`src/rtl/fd_pkg.sv`:
```
// Shared state encoding and run-mode constants for the frame-capture / detection sequencer.
package fd_pkg;

  typedef logic [2:0] state_t;

  localparam state_t S_IDLE   = 3'd0;
  localparam state_t S_ARM    = 3'd1;
  localparam state_t S_FILL   = 3'd2;
  localparam state_t S_DETECT = 3'd3;
  localparam state_t S_EVAL   = 3'd4;

  localparam logic [1:0] MODE_SINGLE = 2'b00;
  localparam logic [1:0] MODE_CONT   = 2'b01;
  localparam logic [1:0] MODE_BURST  = 2'b10;

endpackage

```
`src/rtl/detect_sequencer_if.sv`:
```
// Control, capture, cascade and BRAM port-A signals around the detection sequencer.
interface detect_sequencer_if #(
  parameter int ADDR_W     = 15,
  parameter int CLS_ADDR_W = 20,
  parameter int N_CH       = 2,
  parameter int CNT_W      = 8
);
  logic [1:0]               mode;
  logic [CNT_W-1:0]         burst_len;
  logic                     go;
  logic                     cap_we;
  logic [ADDR_W-1:0]        cap_addr;
  logic                     cap_done;
  logic [N_CH*CLS_ADDR_W-1:0] cls_addr;
  logic [N_CH-1:0]          det_done;
  logic [N_CH-1:0]          det_hit;
  logic [N_CH-1:0]          det_en;
  logic [ADDR_W-1:0]        bram_addr;
  logic                     bram_we;
  logic                     busy;
  logic                     detected;
  logic [CNT_W-1:0]         frame_cnt;
  logic [CNT_W-1:0]         hit_cnt;
  logic                     timeout_err;

  modport master (
    input  mode, burst_len, go, cap_we, cap_addr, cap_done, cls_addr, det_done, det_hit,
    output det_en, bram_addr, bram_we, busy, detected, frame_cnt, hit_cnt, timeout_err
  );

  modport slave (
    output mode, burst_len, go, cap_we, cap_addr, cap_done, cls_addr, det_done, det_hit,
    input  det_en, bram_addr, bram_we, busy, detected, frame_cnt, hit_cnt, timeout_err
  );
endinterface

```
`src/rtl/det_watchdog.sv`:
```
// Per-engine watchdog: counts enabled cycles, expires on the cycle that completes 2**TMO_W-1.
module det_watchdog #(
  parameter int TMO_W = 24
) (
  input  logic i_clk,
  input  logic i_rst,
  input  logic i_clr,
  input  logic i_en,
  output logic o_expired
);
  logic [TMO_W-1:0] r_cnt;
  logic [TMO_W-1:0] w_cnt_inc;

  assign w_cnt_inc = r_cnt + TMO_W'(1);

  always_ff @(posedge i_clk) begin
    if (i_rst || i_clr || !i_en) r_cnt <= '0;
    else                         r_cnt <= w_cnt_inc;
  end

  // r_cnt holds the cycles already spent, so the current cycle is number r_cnt+1
  assign o_expired = i_en && (&w_cnt_inc);
endmodule

```
`src/rtl/detect_sequencer.sv`:
```
// Frame capture / detection sequencer: owns BRAM port A and runs N_CH cascades in turn on one frame.
//   state  | meaning
//   IDLE   | waiting for go
//   ARM    | dropping a possibly partial frame, writes blocked
//   FILL   | capture writes the frame into the BRAM
//   DETECT | cascade r_ch owns the BRAM read port
//   EVAL   | one cycle: publish frame result, update statistics
module detect_sequencer
  import fd_pkg::*;
#(
  parameter int ADDR_W     = 15,
  parameter int CLS_ADDR_W = 20,
  parameter int N_CH       = 2,
  parameter int TMO_W      = 24,
  parameter int CNT_W      = 8
) (
  input  logic               i_clk,
  input  logic               i_rst,
  detect_sequencer_if.master bus
);
  localparam int CH_W = (N_CH > 1) ? $clog2(N_CH) : 1;
  localparam logic [CH_W-1:0] LAST_CH = CH_W'(N_CH - 1);

  state_t           r_state, w_state_nxt;
  logic [CH_W-1:0]  r_ch;
  logic [1:0]       r_mode;
  logic [CNT_W-1:0] r_frames_left;
  logic [CNT_W-1:0] r_frame_cnt;
  logic [CNT_W-1:0] r_hit_cnt;
  logic             r_frame_hit;
  logic             r_detected;
  logic             r_timeout_err;

  logic             w_in_detect;
  logic             w_done_sel;
  logic             w_last_ch;
  logic             w_expired;
  logic [N_CH-1:0]  w_det_en;
  logic [ADDR_W-1:0] w_bram_addr;
  logic             w_bram_we;

  assign w_in_detect = (r_state == S_DETECT);
  assign w_done_sel  = w_in_detect && bus.det_done[r_ch];
  assign w_last_ch   = (r_ch == LAST_CH);

  det_watchdog #(.TMO_W(TMO_W)) u_wdog (
    .i_clk     (i_clk),
    .i_rst     (i_rst),
    .i_clr     (w_done_sel),
    .i_en      (w_in_detect),
    .o_expired (w_expired)
  );

  always_ff @(posedge i_clk) begin
    if (i_rst) r_state <= S_IDLE;
    else       r_state <= w_state_nxt;
  end

  always_comb begin
    w_state_nxt = r_state;
    case (r_state)
      S_IDLE:   if (bus.go) w_state_nxt = S_ARM;
      S_ARM:    if (bus.cap_done) w_state_nxt = S_FILL;
      S_FILL:   if (bus.cap_done) w_state_nxt = S_DETECT;
      S_DETECT: begin
        // a done pulse landing on the expiry cycle still counts as on time
        if (w_done_sel) begin
          if (w_last_ch) w_state_nxt = S_EVAL;
        end else if (w_expired) begin
          w_state_nxt = S_IDLE;
        end
      end
      S_EVAL: begin
        if (r_mode == MODE_CONT && bus.mode == MODE_CONT)        w_state_nxt = S_ARM;
        else if (r_mode == MODE_BURST && r_frames_left > CNT_W'(1)) w_state_nxt = S_ARM;
        else                                                      w_state_nxt = S_IDLE;
      end
      default:  w_state_nxt = S_IDLE;
    endcase
  end

  always_comb begin
    w_det_en    = '0;
    w_bram_addr = '0;
    w_bram_we   = 1'b0;
    case (r_state)
      S_FILL: begin
        w_bram_we   = bus.cap_we;
        w_bram_addr = bus.cap_addr;
      end
      S_DETECT: begin
        w_det_en[r_ch] = 1'b1;
        w_bram_addr    = bus.cls_addr[r_ch*CLS_ADDR_W +: ADDR_W];
      end
      default: ;
    endcase
  end

  always_ff @(posedge i_clk) begin
    if (i_rst) begin
      r_ch          <= '0;
      r_mode        <= MODE_SINGLE;
      r_frames_left <= '0;
      r_frame_cnt   <= '0;
      r_hit_cnt     <= '0;
      r_frame_hit   <= 1'b0;
      r_detected    <= 1'b0;
      r_timeout_err <= 1'b0;
    end else begin
      case (r_state)
        S_IDLE: if (bus.go) begin
          r_mode        <= (bus.mode == MODE_CONT || bus.mode == MODE_BURST) ? bus.mode : MODE_SINGLE;
          r_frames_left <= (bus.mode == MODE_BURST && bus.burst_len != '0) ? bus.burst_len : CNT_W'(1);
          r_frame_hit   <= 1'b0;
        end
        S_FILL: if (bus.cap_done) r_ch <= '0;
        S_DETECT: begin
          if (w_done_sel) begin
            r_frame_hit <= r_frame_hit | bus.det_hit[r_ch];
            if (!w_last_ch) r_ch <= r_ch + CH_W'(1);
          end else if (w_expired) begin
            r_timeout_err <= 1'b1;
            r_frame_hit   <= 1'b0;
          end
        end
        S_EVAL: begin
          r_detected    <= r_frame_hit;
          r_frame_cnt   <= r_frame_cnt + CNT_W'(1);
          r_hit_cnt     <= r_hit_cnt + CNT_W'(r_frame_hit);
          r_frame_hit   <= 1'b0;
          r_frames_left <= r_frames_left - CNT_W'(1);
        end
        default: ;
      endcase
    end
  end

  assign bus.det_en      = w_det_en;
  assign bus.bram_addr   = w_bram_addr;
  assign bus.bram_we     = w_bram_we;
  assign bus.busy        = (r_state != S_IDLE);
  assign bus.detected    = r_detected;
  assign bus.frame_cnt   = r_frame_cnt;
  assign bus.hit_cnt     = r_hit_cnt;
  assign bus.timeout_err = r_timeout_err;
endmodule

```
`src/flat_wrapper.sv`:
```
// flat-port wrapper written by rule: the top's interface ports become plain ports
module detect_sequencer_flat import fd_pkg::*;
#(
  parameter int ADDR_W     = 15,
  parameter int CLS_ADDR_W = 20,
  parameter int N_CH       = 2,
  parameter int TMO_W      = 24,
  parameter int CNT_W      = 8
)
  (i_clk, i_rst, bus_mode, bus_burst_len, bus_go, bus_cap_we, bus_cap_addr, bus_cap_done, bus_cls_addr, bus_det_done, bus_det_hit, bus_det_en, bus_bram_addr, bus_bram_we, bus_busy, bus_detected, bus_frame_cnt, bus_hit_cnt, bus_timeout_err);
  detect_sequencer_if #(.ADDR_W(ADDR_W), .CLS_ADDR_W(CLS_ADDR_W), .N_CH(N_CH), .CNT_W(CNT_W)) bus_i ();
  input  logic i_clk;
  input  logic i_rst;
  input wire logic [$bits(bus_i.mode)-1:0] bus_mode;
  input wire logic [$bits(bus_i.burst_len)-1:0] bus_burst_len;
  input wire logic [$bits(bus_i.go)-1:0] bus_go;
  input wire logic [$bits(bus_i.cap_we)-1:0] bus_cap_we;
  input wire logic [$bits(bus_i.cap_addr)-1:0] bus_cap_addr;
  input wire logic [$bits(bus_i.cap_done)-1:0] bus_cap_done;
  input wire logic [$bits(bus_i.cls_addr)-1:0] bus_cls_addr;
  input wire logic [$bits(bus_i.det_done)-1:0] bus_det_done;
  input wire logic [$bits(bus_i.det_hit)-1:0] bus_det_hit;
  output wire logic [$bits(bus_i.det_en)-1:0] bus_det_en;
  output wire logic [$bits(bus_i.bram_addr)-1:0] bus_bram_addr;
  output wire logic [$bits(bus_i.bram_we)-1:0] bus_bram_we;
  output wire logic [$bits(bus_i.busy)-1:0] bus_busy;
  output wire logic [$bits(bus_i.detected)-1:0] bus_detected;
  output wire logic [$bits(bus_i.frame_cnt)-1:0] bus_frame_cnt;
  output wire logic [$bits(bus_i.hit_cnt)-1:0] bus_hit_cnt;
  output wire logic [$bits(bus_i.timeout_err)-1:0] bus_timeout_err;
  assign bus_i.mode = bus_mode;
  assign bus_i.burst_len = bus_burst_len;
  assign bus_i.go = bus_go;
  assign bus_i.cap_we = bus_cap_we;
  assign bus_i.cap_addr = bus_cap_addr;
  assign bus_i.cap_done = bus_cap_done;
  assign bus_i.cls_addr = bus_cls_addr;
  assign bus_i.det_done = bus_det_done;
  assign bus_i.det_hit = bus_det_hit;
  assign bus_det_en = bus_i.det_en;
  assign bus_bram_addr = bus_i.bram_addr;
  assign bus_bram_we = bus_i.bram_we;
  assign bus_busy = bus_i.busy;
  assign bus_detected = bus_i.detected;
  assign bus_frame_cnt = bus_i.frame_cnt;
  assign bus_hit_cnt = bus_i.hit_cnt;
  assign bus_timeout_err = bus_i.timeout_err;
  detect_sequencer #(.ADDR_W(ADDR_W), .CLS_ADDR_W(CLS_ADDR_W), .N_CH(N_CH), .TMO_W(TMO_W), .CNT_W(CNT_W)) u_core (.i_clk(i_clk), .i_rst(i_rst), .bus(bus_i));
endmodule
```
`config.mk`:
```
export PLATFORM = sky130hd
export DESIGN_NAME = detect_sequencer_flat
export DESIGN_NICKNAME = d
export VERILOG_FILES = /design/src/rtl/fd_pkg.sv /design/src/rtl/detect_sequencer_if.sv /design/src/rtl/det_watchdog.sv /design/src/rtl/detect_sequencer.sv /design/src/flat_wrapper.sv
export SDC_FILE = /design/constraint.sdc
export NUM_CORES = 1
export LEC_CHECK = 0
export BUFFER_PORTS_ARGS = -buffer_cell sky130_fd_sc_hd__buf_4
export CORE_ASPECT_RATIO = 0.8
export CORE_UTILIZATION = 45
export CTS_CLUSTER_SIZE = 12
export DETAILED_ROUTE_END_ITERATION = 10
export PLACE_DENSITY = 0.72
export SYNTH_ARGS = -nofsm -noshare
export SYNTH_HDL_FRONTEND = slang
export SYNTH_SLANG_ARGS = --single-unit
export TNS_END_PERCENT = 1
```
`constraint.sdc`:
```
create_clock -name i_clk -period 2.75 [get_ports i_clk]
set_input_delay 0.4125 -clock i_clk [delete_from_list [all_inputs] [get_ports i_clk]]
set_output_delay 0.4125 -clock i_clk [all_outputs]
set_load 0.02 [all_outputs]
```
Yosys cells after proc, flatten, opt, wreduce, memory -nomap -nowiden
Cells that the tools add are included.

Memories kept: 0. Bits in latches: 0. Memory bits (writable): 0. Bits in read-only memories: 0. Logic and storage cells: 89. Output and inout port bits: 37. Input port bits: 74. Flip-flop bits (word level): 57.

Bitwise gates (word level): 2. Add/sub/neg operators: 5. Magnitude comparators: 3. Reductions and logical operators: 23. Mux-type cells: 30. Div/mod/pow operators: 0. Shift operators: 1. Multiply operators: 1. Equal/unequal tests: 14.

Operators by type and width (number): $shiftx 40x7->15 (1); $pmux 15 s2 (1); $add 24x1->24 const B (1); $reduce_and 24->1 (1); $mux 3 (7); $mux 8 (2); $pmux 8 s2 (1); $pmux 3 s5 (1); $mux 1 (13); $reduce_and 3->1 (3); $add 8x1->8 (1); $add 8x1->8 const B (1); $gt 8x1->1 const B (1); $ne 2x2->1 const B (4); $reduce_bool 8->1 (1); $sub 8x1->8 const B (1); $eq 3x2->1 const B (2); $logic_and 1x1->1 (6); $ne 3x2->1 const B (2); $reduce_bool 3->1 (2); $reduce_and 5->1 (1); $eq 2x1->1 const B (2); $eq 2x2->1 const B (2); $mul 1x3->4 const B (1); other kinds (16) (21).

Depth between registers and ports, before layout
Gate-level depths: netlist of the first run.

Depth after elaboration: 6. Gate-level depth with buffers: 9. Depth with buffers taken out: 9.

Hierarchy
Synthesis of the first run repeated with hierarchy kept, for this count alone.

Cell total of the unflattened synthesis: 409. Area total of the unflattened synthesis: 3369.5 µm².

Modules (own cells, without submodules): detect_sequencer (area an instance 2072.0 µm², sequential area each 660.6 µm², cells an instance 256, times used 1); det_watchdog (area an instance 1297.5 µm², sequential area each 480.5 µm², cells an instance 153, times used 1).

Least setup slack after synthesis of the first run
No wires, ideal clock.

Path type: reg-to-reg. From: reg u_core.u_wdog.r_cnt[0]. To: reg u_core.r_frame_hit. Period minus slack after synthesis: 2.488 ns. Library setup time: 0.137 ns. Cell stages (with the launch flop): 10. Arrival: 2.352 ns. Path slack: 0.262 ns. Data required time: 2.613 ns. Path buffers: 1. Cell sequence: dfxtp_1 -> ha_1 -> clkbuf_1 -> nand4_1 -> nor4_1 -> xnor2_1 -> or3_1 -> or4_4 -> o31ai_4 -> a221oi_2.

Cells in the longest elaborated chain, start to end: 5.

Ends and longest elaborated chain: from (decl) (RTL line det_watchdog.sv:11) `logic [TMO_W-1:0] r_cnt;`; from (signal assigned) (RTL line det_watchdog.sv:18) `else r_cnt <= w_cnt_inc;`; $add 24x1->24 (RTL line det_watchdog.sv:14) `assign w_cnt_inc = r_cnt + TMO_W'(1);`; $reduce_and 24->1 (RTL line det_watchdog.sv:22) `assign o_expired = i_en && (&w_cnt_inc);`; $logic_and 1x1->1 (RTL line det_watchdog.sv:22); $ne 3x2->1 (no line); $reduce_and 3->1 (no line); to (signal assigned) (RTL line detect_sequencer.sv:119) `r_frame_hit <= r_frame_hit | bus.det_hit[r_ch];`; to (decl) (RTL line detect_sequencer.sv:30) `logic r_frame_hit;`.

No other way between the ends. A chain may end at the register's enable or synchronous reset.

Worst setup path after layout of the first run
Same ends and word-level chain as after synthesis.

==> results of run 1 <==
-- Yosys cell counts, types with 3 or more instances --
library cell and instances:
and2_1 5, nor3_1 5, nand2b_1 3, o21bai_1 3, nor2_1 60, nand3b_1 4
nor2b_1 3, nor3b_1 3, ha_1 7, nand4_1 12, inv_1 6, mux2i_1 17
and3_1 4, a21oi_1 21, nand2_1 47, a31oi_1 4, or3_1 4, or4_1 6
xor2_1 22, xnor2_1 12, dfxtp_1 57, clkbuf_1 19, nor4_1 6, o21ai_0 22
nand3_1 18
-- logic make-up after synthesis --
kind of cell    Yosys count
compound gates           76
xor+xnor                 34
fa+ha+maj                 7
buf+inv                  27
flops                    57
mux                      19
simple gates            195
-- worst paths after layout --
| check | start | to | slack, ps | cells past startpoint |
|---|---|---|---|---|
| max | u_core.u_wdog.r_cnt[0] | u_core.r_frame_hit | 190 | 8 |
| min | bus_burst_len[3] | u_core.r_frames_left[3] | 310 | 3 |
| max reg2reg | u_core.u_wdog.r_cnt[0] | u_core.r_frame_hit | 190 | 8 |
| min reg2reg | u_core.bus.detected | u_core.bus.detected | 480 | 2 |
-- power by group --
part	internal [mW]	switching (mW)
registers	0.850	0.0406
logic	0.205	0.230
clock network	0.492	0.327
total	1.55	0.598
-- layout by cell type, fill, tap and decap left out, types with 7 or more instances in the layout --
cell type,n
buf_4,113
mux2i_1,17
nor2_1,60
nand4_1,12
xor2_1,22
ha_1,7
nand3_1,18
dfxtp_1,57
o21ai_0,22
clkbuf_8,12
xnor2_1,12
a21oi_1,21
nand2_1,47
-- layout make-up --
class	count	area (um^2)
clock buffer	14	172.7
clock inverter	2	35.03
fill	623	2611
inverter	6	22.52
multi-input combinational	331	2087
sequential	57	1141
tap	87	108.9
timing repair buffer	113	848.3
-- metal layers --
| layer | GRT usage [%] | vias to the layer above |
|---|---|---|
| li1 | - | 1685 |
| met1 | 27.66 | 1495 |
| met2 | 37.04 | 127 |
| met3 | 5.546 | 11 |
| met4 | 6.716 | 0 |
| met5 | 0 | - |
-- sequential cells by signal, indices dropped and copies added (netlist names) --
name                    count
u_core.bus.hit_cnt          8
u_core.u_wdog.r_cnt        24
u_core.bus.frame_cnt        8
u_core.bus.detected         1
u_core.bus.timeout_err      1
u_core.r_state              3
u_core.r_mode               2
u_core.r_frames_left        8
u_core.r_frame_hit          1
u_core.r_ch                 1
-- critical path, delay by kind of cell (launching register included) --
kind	cells	cell delay, ps
flip-flops	1	410
AND/OR/NAND/NOR	2	1050
AO/OA/AOI/OAI	4	600
buffers and inverters	1	110
adder cells (fa/ha/maj)	1	250
-- metrics by stage --
stage,area [um^2],total power [mW]
floorplan,3333,1.152
global placement,4208,1.335
detailed placement,4208,1.343
CTS,4415,2.161
global route,4415,2.241
finish,4415,2.145
==> metrics.json, run 1 <==
{
  "cts_tree": {"value": "built"},
  "drt_wirelength": {"value": 8322, "unit": "um"},
  "detailedPlace.worstSlack": {"value": 220.6, "unit": "ps"},
  "setup-violations-final": {"value": 0},
  "worst-setup-path-type": {"value": "reg -> reg"},
  "wl_met2": {"value": 3856, "unit": "um"},
  "power_per_cell_area": {"value": 485.8, "unit": "nW/um^2"},
  "die_h": {"value": 78.98, "unit": "um"},
  "floorplan.initialDensity": {"value": 47.44, "unit": "%"},
  "drive_above_1_share": {"value": 26.96, "unit": "%"},
  "largest_clock_skew_in_the_final_design": {"value": 8.582, "unit": "ps"},
  "fin_setup_tns": {"value": 0, "unit": "ps"},
  "io_pins": {"value": 111},
  "routedWlPerCell": {"value": 13.64, "unit": "um"},
  "synth-main-ff-cell": {"value": "dfxtp_1"},
  "io_buffer_count": {"value": 100},
  "antenna_found_initial": {"value": 0},
  "cp_slowest_stage_delay": {"value": 530, "unit": "ps"},
  "cp-start-kind": {"value": "flop"},
  "sequential_area_share_after_synthesis": {"value": 34.23, "unit": "%"},
  "clock_insertion_delay_worst_skew": {"value": 340, "unit": "ps"},
  "ctsLongestPathBuffers": {"value": 2},
  "design.core.area": {"value": 7027, "unit": "um^2"},
  "dr.pass1.iters": {"value": 7},
  "area_delta_synth_final": {"value": 32.47, "unit": "%"},
  "synth_xor_xnor_area_share": {"value": 8.934, "unit": "%"},
  "worst_rel_slew_slack": {"value": 66.99, "unit": "%"},
  "required_time_at_the_worst_slack_endpoint": {"value": 2960, "unit": "ps"},
  "max_cap_viol_count": {"value": 0},
  "antenna-diode-count": {"value": 0},
  "globalRoute.totalOverflow": {"value": 0},
  "cts_resized": {"value": 0},
  "synthMuxAreaShare": {"value": 5.781, "unit": "%"},
  "worst_ep_arrival_time": {"value": 2760, "unit": "ps"},
  "syn_area": {"value": 3333, "unit": "um^2"},
  "critical_path.cell_chain": {"value": "ha_1, inv_1, or4_1, a21boi_1, o2111ai_1, or4_4, o31ai_4, a221oi_2"},
  "dr.max_layer_used": {"value": "met4"},
  "hold_viol_final": {"value": 0},
  "main_combinational_cell_family_by_area_after_synthesis": {"value": "simple AND/OR/NAND/NOR gates"},
  "post_synth_and_or_nand_nor_area_fraction": {"value": 30.56, "unit": "%"},
  "failed_checks": {"value": "DRC"},
  "finalNetCount": {"value": 599},
  "tmin_final": {"value": 2556, "unit": "ps"},
  "holdCritPathClass": {"value": "in -> reg"},
  "ys_top_cells_by_area": {"value": "dfxtp_1, nor2_1, xor2_1"},
  "synthCells": {"value": 415},
  "yosys.area.top_type": {"value": "dfxtp_1"},
  "hold_slack": {"value": 311.6, "unit": "ps"},
  "drt-vias-per-instance": {"value": 5.439},
  "num_rows": {"value": 27},
  "postCtsHoldBufs": {"value": 0},
  "finalWorstSetupSlack": {"value": 194.3, "unit": "ps"},
  "ys_ff_latch": {"value": 57},
  "grt_max_degree": {"value": 33},
  "first_global_vias": {"value": 3095},
  "synth_top_area_share": {"value": 34.23, "unit": "%"},
  "layout.core_utilization": {"value": 62.84, "unit": "%"},
  "rsz0062_at_grt": {"value": "false"},
  "drtAntennaViolNets": {"value": 0},
  "share_of_the_synthesized_area_in_compound_gates_ao_oa_aoi_oai": {"value": 14.71, "unit": "%"},
  "synth.distinct_cells": {"value": 59},
  "first_iter_violations": {"value": 156},
  "dp.final_hpwl": {"value": 6133, "unit": "um"},
  "layout_worst_path_cycle_share": {"value": 92.93, "unit": "%"},
  "final_cell_count_no_fill": {"value": 610},
  "worst_path_max_delay_cell": {"value": "or4_4"},
  "root_buffer": {"value": "clkbuf_8"},
  "dieArea": {"value": 7758, "unit": "um^2"},
  "synth_edf_count": {"value": 0},
  "remaining_drc_errors": {"value": 1},
  "gp_congestion": {"value": 0.8565},
  "syn-mean-instance-area": {"value": 8.032, "unit": "um^2"},
  "final-max-slew-violation-count": {"value": 0},
  "htreeDepth": {"value": 3},
  "ir_worst_vdd": {"value": 258.0, "unit": "uV"},
  "end_kind": {"value": "flop"},
  "slew_at_the_pin_closest_to_its_max_slew_limit": {"value": 494.4, "unit": "ps"},
  "place.detailed.instances": {"value": 594},
  "num_vias": {"value": 3318},
  "track_usage": {"value": 21.93, "unit": "%"},
  "leakage": {"value": 1.717, "unit": "nW"},
  "clk_pin_slew_worst_paths": {"value": 60, "unit": "ps"},
  "max_freq": {"value": 391.3, "unit": "MHz"},
  "grt_pass1_wl": {"value": 13660, "unit": "um"},
  "wl_met1": {"value": 3870, "unit": "um"},
  "post_cts.repair.setup_buffers": {"value": 0},
  "cts.sink_count": {"value": 57},
  "fraction_of_synthesis_flops_using_an_asynchronous_set_or_reset_pin": {"value": 0, "unit": "%"},
  "net_count_after_synthesis": {"value": 496},
  "met3_wirelength": {"value": 489, "unit": "um"},
  "floorplan.die.width": {"value": 98.23, "unit": "um"},
  "synth.yosys.warnings": {"value": 0},
  "synth-adder-area-share": {"value": 2.628, "unit": "%"},
  "run_status": {"value": "finished with violations"},
  "crit_path_max_fanout": {"value": 5},
  "cts_inserted_buffers": {"value": 9}
}
No activity file was read; power rests on OpenSTA's default activity.
==> run 2, diff against run 1 <==
Settings changed: CORE_MARGIN from default to 2.
==> run 2 against run 1 <==
The run now ends clean. Flip-flop and latch count is the same. Worst hold slack gained 6.4 ps. Sequential power shrank 2.6%. Critical path type unchanged. Critical endpoint unchanged. Largest power group unchanged.
==> metrics.json, run 2 (synthesis gave the netlist of run 1 again) <==
{
  "leakage": {"value": 1.697, "unit": "nW", "change": "was 1.717 nW"},
  "end_kind": {"value": "flop", "change": "unchanged"},
  "area_of_the_multi_input_gates": {"value": 2087, "unit": "um^2", "change": "unchanged"},
  "setup.worst_path.start": {"value": "u_core.u_wdog.r_cnt[0]", "change": "unchanged"},
  "layout.core_utilization": {"value": 60.41, "unit": "%", "change": "was 62.84%"},
  "dr.pass1.iters": {"value": 4, "change": "was 7"},
  "design.core.area": {"value": 7287, "unit": "um^2", "change": "was 7027 um^2"},
  "antenna_found_initial": {"value": 0, "change": "unchanged"},
  "layout_common_cells": {"value": "buf_4, nor2_1, dfxtp_1", "change": "unchanged"},
  "fin_setup_tns": {"value": 0, "unit": "ps", "change": "unchanged"},
  "num_rows": {"value": 28, "change": "was 27"},
  "slew_at_the_pin_closest_to_its_max_slew_limit": {"value": 559.9, "unit": "ps", "change": "was 494.4 ps"},
  "tmin_final": {"value": 2523, "unit": "ps", "change": "was 2556 ps"},
  "max_cap_viol_count": {"value": 0, "change": "unchanged"},
  "final.fill_count": {"value": 642, "change": "was 623"},
  "fin_total_pwr": {"value": 2.139, "unit": "mW", "change": "was 2.145 mW"},
  "cts_tree": {"value": "built", "change": "unchanged"},
  "p_int": {"value": 1.511, "unit": "mW", "change": "was 1.547 mW"},
  "cp-start-kind": {"value": "flop", "change": "unchanged"},
  "antenna-diode-count": {"value": 0, "change": "unchanged"},
  "r2r_start": {"value": "u_core.u_wdog.r_cnt[0]", "change": "unchanged"},
  "hold_viol_final": {"value": 0, "change": "unchanged"},
  "gp_congestion": {"value": 0.8547, "change": "was 0.8565"},
  "ir_worst_vdd": {"value": 254.2, "unit": "uV", "change": "was 258.0 uV"},
  "power_switching_share": {"value": 29.37, "unit": "%", "change": "was 27.87%"},
  "setup-violations-final": {"value": 0, "change": "unchanged"},
  "cts_resized": {"value": 0, "change": "unchanged"},
  "mostFrequentLayoutCell": {"value": "buf_4", "change": "unchanged"},
  "io_buffer_count": {"value": 100, "change": "unchanged"},
  "clk_pin_slew_worst_paths": {"value": 70, "unit": "ps", "change": "was 60 ps"},
  "remaining_drc_errors": {"value": 0, "change": "was 1"},
  "holdCritPathClass": {"value": "in -> reg", "change": "unchanged"},
  "globalRoute.totalOverflow": {"value": 0, "change": "unchanged"},
  "cts_inserted_buffers": {"value": 9, "change": "unchanged"},
  "layout_worst_path_cycle_share": {"value": 91.73, "unit": "%", "change": "was 92.93%"},
  "grt_max_degree": {"value": 33, "change": "unchanged"},
  "clockPowerShare": {"value": 37.5, "unit": "%", "change": "was 38.2%"},
  "clock_insertion_delay_worst_skew": {"value": 340, "unit": "ps", "change": "about the same"},
  "io_pins": {"value": 111, "change": "unchanged"},
  "floorplan.die.width": {"value": 100.2, "unit": "um", "change": "was 98.23 um"},
  "required_time_at_the_worst_slack_endpoint": {"value": 2970, "unit": "ps", "change": "was 2960 ps"},
  "power_per_cell_area": {"value": 485.9, "unit": "nW/um^2", "change": "was 485.8 nW/um^2"},
  "dp.final_hpwl": {"value": 6011, "unit": "um", "change": "was 6133 um"},
  "drt_wirelength": {"value": 8095, "unit": "um", "change": "was 8322 um"},
  "track_usage": {"value": 20.25, "unit": "%", "change": "was 21.93%"},
  "root_buffer": {"value": "clkbuf_8", "change": "unchanged"},
  "drtAntennaViolNets": {"value": 0, "change": "unchanged"},
  "floorplan.initialDensity": {"value": 45.74, "unit": "%", "change": "was 47.44%"},
  "max_freq": {"value": 396.4, "unit": "MHz", "change": "was 391.3 MHz"},
  "drt-vias-per-instance": {"value": 5.378, "change": "was 5.439"},
  "die_h": {"value": 80.98, "unit": "um", "change": "was 78.98 um"},
  "rsz0062_at_grt": {"value": "false", "change": "unchanged"},
  "run_status": {"value": "finished clean", "change": "was finished with violations"},
  "ctsLongestPathBuffers": {"value": 2, "change": "unchanged"},
  "area_delta_synth_final": {"value": 32.06, "unit": "%", "change": "was 32.47%"},
  "cts.sink_count": {"value": 57, "change": "unchanged"},
  "power.combinational.fraction": {"value": 22.0, "unit": "%", "change": "was 20.3%"},
  "power.share.sequential": {"value": 40.5, "unit": "%", "change": "was 41.5%"},
  "seq_area": {"value": 1141, "unit": "um^2", "change": "unchanged"},
  "first_global_vias": {"value": 2907, "change": "was 3095"},
  "post_cts.repair.setup_buffers": {"value": 0, "change": "unchanged"},
  "critical_hold_path_startpoint": {"value": "bus_burst_len[5]", "change": "was bus_burst_len[3]"},
  "worst_ep_arrival_time": {"value": 2740, "unit": "ps", "change": "was 2760 ps"},
  "crit_path_max_fanout": {"value": 10, "change": "was 5"},
  "routedWlPerCell": {"value": 13.25, "unit": "um", "change": "was 13.64 um"},
  "finalNetCount": {"value": 597, "change": "was 599"},
  "dieArea": {"value": 8116, "unit": "um^2", "change": "was 7758 um^2"},
  "num_vias": {"value": 3286, "change": "was 3318"},
  "worst-setup-path-type": {"value": "reg -> reg", "change": "unchanged"},
  "grt_pass1_wl": {"value": 13290, "unit": "um", "change": "was 13660 um"},
  "drive_above_1_share": {"value": 27.06, "unit": "%", "change": "was 26.96%"},
  "netSwitchingPower": {"value": 628.3, "unit": "uW", "change": "was 597.8 uW"},
  "first_iter_violations": {"value": 195, "change": "was 156"},
  "max_flop_register": {"value": "u_core.u_wdog.r_cnt", "change": "unchanged"},
  "htreeDepth": {"value": 3, "change": "unchanged"},
  "largest_register_ffs": {"value": 24, "change": "unchanged"},
  "largest_clock_skew_in_the_final_design": {"value": 11.85, "unit": "ps", "change": "was 8.582 ps"},
  "postCtsHoldBufs": {"value": 0, "change": "unchanged"},
  "worst_rel_slew_slack": {"value": 62.67, "unit": "%", "change": "was 66.99%"},
  "final-max-slew-violation-count": {"value": 0, "change": "unchanged"}
}
==> run 2: worst max-delay path, stage by stage, from the launching register on <==
cell	delay [ps]
dfxtp_1	370
ha_1	250
buf_4	180
a21oi_1	250
or4b_1	180
a32oi_1	70
or3_1	390
or4_4	440
o31ai_4	200
a221oi_2	80
==> run 2: area by class of cell <==
type	instances	area share (%)
inverter	6	0.5117
clock buffer	10	3.127
tap	90	2.558
sequential	57	25.92
clock inverter	6	1.535
timing repair buffer	111	18.93
multi-input combinational	331	47.41
==> run 2: per-layer routing <==
layer	wire length [um]	vias up	track usage (%)
li1	-	1682	-
met3	524	9	4.303
met1	3965	1487	28.44
met2	3517	108	30.54
met5	0	-	0
met4	87	0	7.671
==> run 2: final timing paths <==
kind | to | slack, ps | cells past startpoint
min | u_core.r_frames_left[5] | 320 | 3
min reg2reg | u_core.bus.hit_cnt[0] | 480 | 2
max reg2reg | u_core.r_frame_hit | 230 | 9
max | u_core.r_frame_hit | 230 | 9
==> run 2: power by group through the flow <==
stage                     combinational, mW  sequential, mW  clock [mW]
final                                 0.471           0.867       0.801
after global routing                  0.524           0.870       0.848
after CTS                             0.473           0.866       0.816
after detailed placement              0.471           0.885           0
after global placement                0.465           0.884           0
after floorplan                       0.272           0.879           0
==> run 2: metrics by stage <==
step | cells | hold WS (ps) | setup WS (ps) | instance area, um^2
finish | 611 | 318.1 | 227.4 | 4402
global route | 611 | 324.1 | 28.66 | 4402
CTS | 611 | 310.3 | 226.4 | 4402
detailed placement | 595 | 472.6 | 246.9 | 4197
global placement | 595 | 445.9 | 277.0 | 4197
floorplan | 415 | 459.2 | 261.6 | 3333
==> run 3, diff against run 2 <==
Settings changed: RECOVER_POWER from default to 100.
==> run 3 against run 2 <==
Wire length decreased by 0.67%. Sequential share of layout area increased by 0.89 points. Critical path depth unchanged. Worst setup slack got worse by 0.59 ps. Total power decreased by 2.0%. Largest power group unchanged. Highest routed layer unchanged.
==> metrics.json, run 3 (synthesis gave the netlist of run 1 again) <==
{
  "rsz0062_at_grt": {"value": "false", "change": "unchanged"},
  "slew_at_the_pin_closest_to_its_max_slew_limit": {"value": 1074, "unit": "ps", "change": "was 559.9 ps"},
  "area_of_the_multi_input_gates": {"value": 2081, "unit": "um^2", "change": "was 2087 um^2"},
  "first_global_vias": {"value": 2907, "change": "unchanged"},
  "detailedPlace.worstSlack": {"value": 246.9, "unit": "ps", "change": "unchanged"},
  "floorplan.die.width": {"value": 100.2, "unit": "um", "change": "unchanged"},
  "hold_viol_final": {"value": 0, "change": "unchanged"},
  "die_h": {"value": 80.98, "unit": "um", "change": "unchanged"},
  "tmin_final": {"value": 2523, "unit": "ps", "change": "about the same"},
  "antenna-diode-count": {"value": 0, "change": "unchanged"},
  "first_iter_violations": {"value": 200, "change": "was 195"},
  "final.fill_count": {"value": 677, "change": "was 642"},
  "cts_tree": {"value": "built", "change": "unchanged"},
  "ctsLongestPathBuffers": {"value": 2, "change": "unchanged"},
  "routedWlPerCell": {"value": 13.16, "unit": "um", "change": "was 13.25 um"},
  "largest_clock_skew_in_the_final_design": {"value": 11.26, "unit": "ps", "change": "was 11.85 ps"},
  "globalRoute.totalOverflow": {"value": 0, "change": "unchanged"},
  "finalNetCount": {"value": 597, "change": "unchanged"},
  "max_freq": {"value": 396.3, "unit": "MHz", "change": "was 396.4 MHz"},
  "remaining_drc_errors": {"value": 0, "change": "unchanged"},
  "final-max-slew-violation-count": {"value": 0, "change": "unchanged"},
  "cp-start-kind": {"value": "flop", "change": "unchanged"},
  "floorplan.initialDensity": {"value": 45.74, "unit": "%", "change": "unchanged"},
  "drive_above_1_share": {"value": 20.35, "unit": "%", "change": "was 27.06%"},
  "setup-violations-final": {"value": 0, "change": "unchanged"},
  "fin_setup_tns": {"value": 0, "unit": "ps", "change": "unchanged"},
  "cts_resized": {"value": 0, "change": "unchanged"},
  "grt_pass1_wl": {"value": 13290, "unit": "um", "change": "unchanged"},
  "io_buffer_count": {"value": 100, "change": "unchanged"},
  "dieArea": {"value": 8116, "unit": "um^2", "change": "unchanged"},
  "clk_pin_slew_worst_paths": {"value": 70, "unit": "ps", "change": "about the same"},
  "wl_met2": {"value": 3463, "unit": "um", "change": "was 3517 um"},
  "worst_ep_arrival_time": {"value": 2740, "unit": "ps", "change": "about the same"},
  "largest_register_ffs": {"value": 24, "change": "unchanged"},
  "layout_common_cells": {"value": "buf_4, nor2_1, dfxtp_1", "change": "unchanged"},
  "finalWorstSetupSlack": {"value": 226.8, "unit": "ps", "change": "was 227.4 ps"},
  "met3_wirelength": {"value": 483, "unit": "um", "change": "was 524 um"},
  "gp_congestion": {"value": 0.8547, "change": "unchanged"},
  "seq_area": {"value": 1141, "unit": "um^2", "change": "unchanged"},
  "layout.core_utilization": {"value": 58.40, "unit": "%", "change": "was 60.41%"},
  "cts.sink_count": {"value": 57, "change": "unchanged"},
  "postCtsHoldBufs": {"value": 0, "change": "unchanged"},
  "mostFrequentLayoutCell": {"value": "buf_4", "change": "unchanged"},
  "grt_max_degree": {"value": 33, "change": "unchanged"},
  "cts_inserted_buffers": {"value": 9, "change": "unchanged"},
  "track_usage": {"value": 20.25, "unit": "%", "change": "unchanged"},
  "drtAntennaViolNets": {"value": 0, "change": "unchanged"},
  "post_cts.repair.setup_buffers": {"value": 0, "change": "unchanged"},
  "clock_insertion_delay_worst_skew": {"value": 350, "unit": "ps", "change": "was 340 ps"},
  "dp.final_hpwl": {"value": 6011, "unit": "um", "change": "unchanged"},
  "dr.pass1.iters": {"value": 5, "change": "was 4"},
  "max_flop_register": {"value": "u_core.u_wdog.r_cnt", "change": "unchanged"},
  "area_delta_synth_final": {"value": 27.67, "unit": "%", "change": "was 32.06%"},
  "antenna_found_initial": {"value": 0, "change": "unchanged"},
  "max_cap_viol_count": {"value": 0, "change": "unchanged"},
  "crit_path_max_fanout": {"value": 10, "change": "unchanged"},
  "ir_worst_vdd": {"value": 249.0, "unit": "uV", "change": "was 254.2 uV"},
  "layout_worst_path_cycle_share": {"value": 91.75, "unit": "%", "change": "was 91.73%"},
  "power_per_cell_area": {"value": 492.8, "unit": "nW/um^2", "change": "was 485.9 nW/um^2"},
  "htreeDepth": {"value": 3, "change": "unchanged"},
  "design.core.area": {"value": 7287, "unit": "um^2", "change": "unchanged"},
  "wl_met1": {"value": 3998, "unit": "um", "change": "was 3965 um"},
  "worst_rel_slew_slack": {"value": 28.42, "unit": "%", "change": "was 62.67%"},
  "num_vias": {"value": 3277, "change": "was 3286"},
  "root_buffer": {"value": "clkbuf_8", "change": "unchanged"},
  "num_rows": {"value": 28, "change": "unchanged"},
  "leakage": {"value": 1.549, "unit": "nW", "change": "was 1.697 nW"},
  "holdCritPathClass": {"value": "in -> reg", "change": "unchanged"},
  "drt-vias-per-instance": {"value": 5.363, "change": "was 5.378"},
  "run_status": {"value": "finished clean", "change": "unchanged"},
  "required_time_at_the_worst_slack_endpoint": {"value": 2960, "unit": "ps", "change": "was 2970 ps"},
  "worst-setup-path-type": {"value": "reg -> reg", "change": "unchanged"},
  "dr.max_layer_used": {"value": "met4", "change": "unchanged"},
  "io_pins": {"value": 111, "change": "unchanged"},
  "drt_wirelength": {"value": 8041, "unit": "um", "change": "was 8095 um"},
  "end_kind": {"value": "flop", "change": "unchanged"}
}
## run 3: cell types whose count changed in the layout (fill, tap and decap cells not counted), sizes merged
cell / before / now
buf: 111 / 72
clkbuf: 10 / 49
## run 3: area by class of cell
| type | instances | area share [%] |
|---|---|---|
| sequential | 57 | 26.82 |
| tap | 90 | 2.646 |
| clock inverter | 6 | 1.588 |
| inverter | 6 | 0.5293 |
| clock buffer | 10 | 3.234 |
| timing repair buffer | 111 | 16.29 |
| multi-input combinational | 331 | 48.90 |
## run 3: critical path, cell delays in order (launching register included)
cell	delay, ps
dfxtp_1	370
ha_1	250
buf_4	180
a21oi_1	250
or4b_1	170
a32oi_1	70
or3_1	390
or4_4	440
o31ai_4	190
a221oi_1	100
## run 3: where the power goes
group | internal [mW] | leakage (nW) | switching [mW]
Combinational | 0.181 | 0.990 | 0.251
Clock | 0.444 | 0.0985 | 0.355
Sequential | 0.849 | 0.460 | 0.0176
## run 3: final timing paths
path                               start                      end  slack [ps]  depth (start not counted)
setup / recovery  u_core.u_wdog.r_cnt[0]       u_core.r_frame_hit         230                          9
hold / removal          bus_burst_len[1]  u_core.r_frames_left[1]         310                          3
hold reg to reg    u_core.bus.hit_cnt[0]    u_core.bus.hit_cnt[0]         480                          2
setup reg to reg  u_core.u_wdog.r_cnt[0]       u_core.r_frame_hit         230                          9
## run 3: layer usage
layer	track usage, %	vias to the layer above
met1	28.44	1474
met2	30.54	111
met5	0	-
met4	7.671	0
li1	-	1682
met3	4.303	10
## run 3: metrics by stage
step                      power [mW]  std cells  cell area (um^2)  hold slack [ps]
after detailed placement       1.356        595              4197            472.6
final                          2.097        611              4255            313.7
after CTS                      2.156        611              4402            310.3
after floorplan                1.152        415              3333            459.2
after global routing           2.206        611              4255            324.1
after global placement         1.349        595              4197            445.9
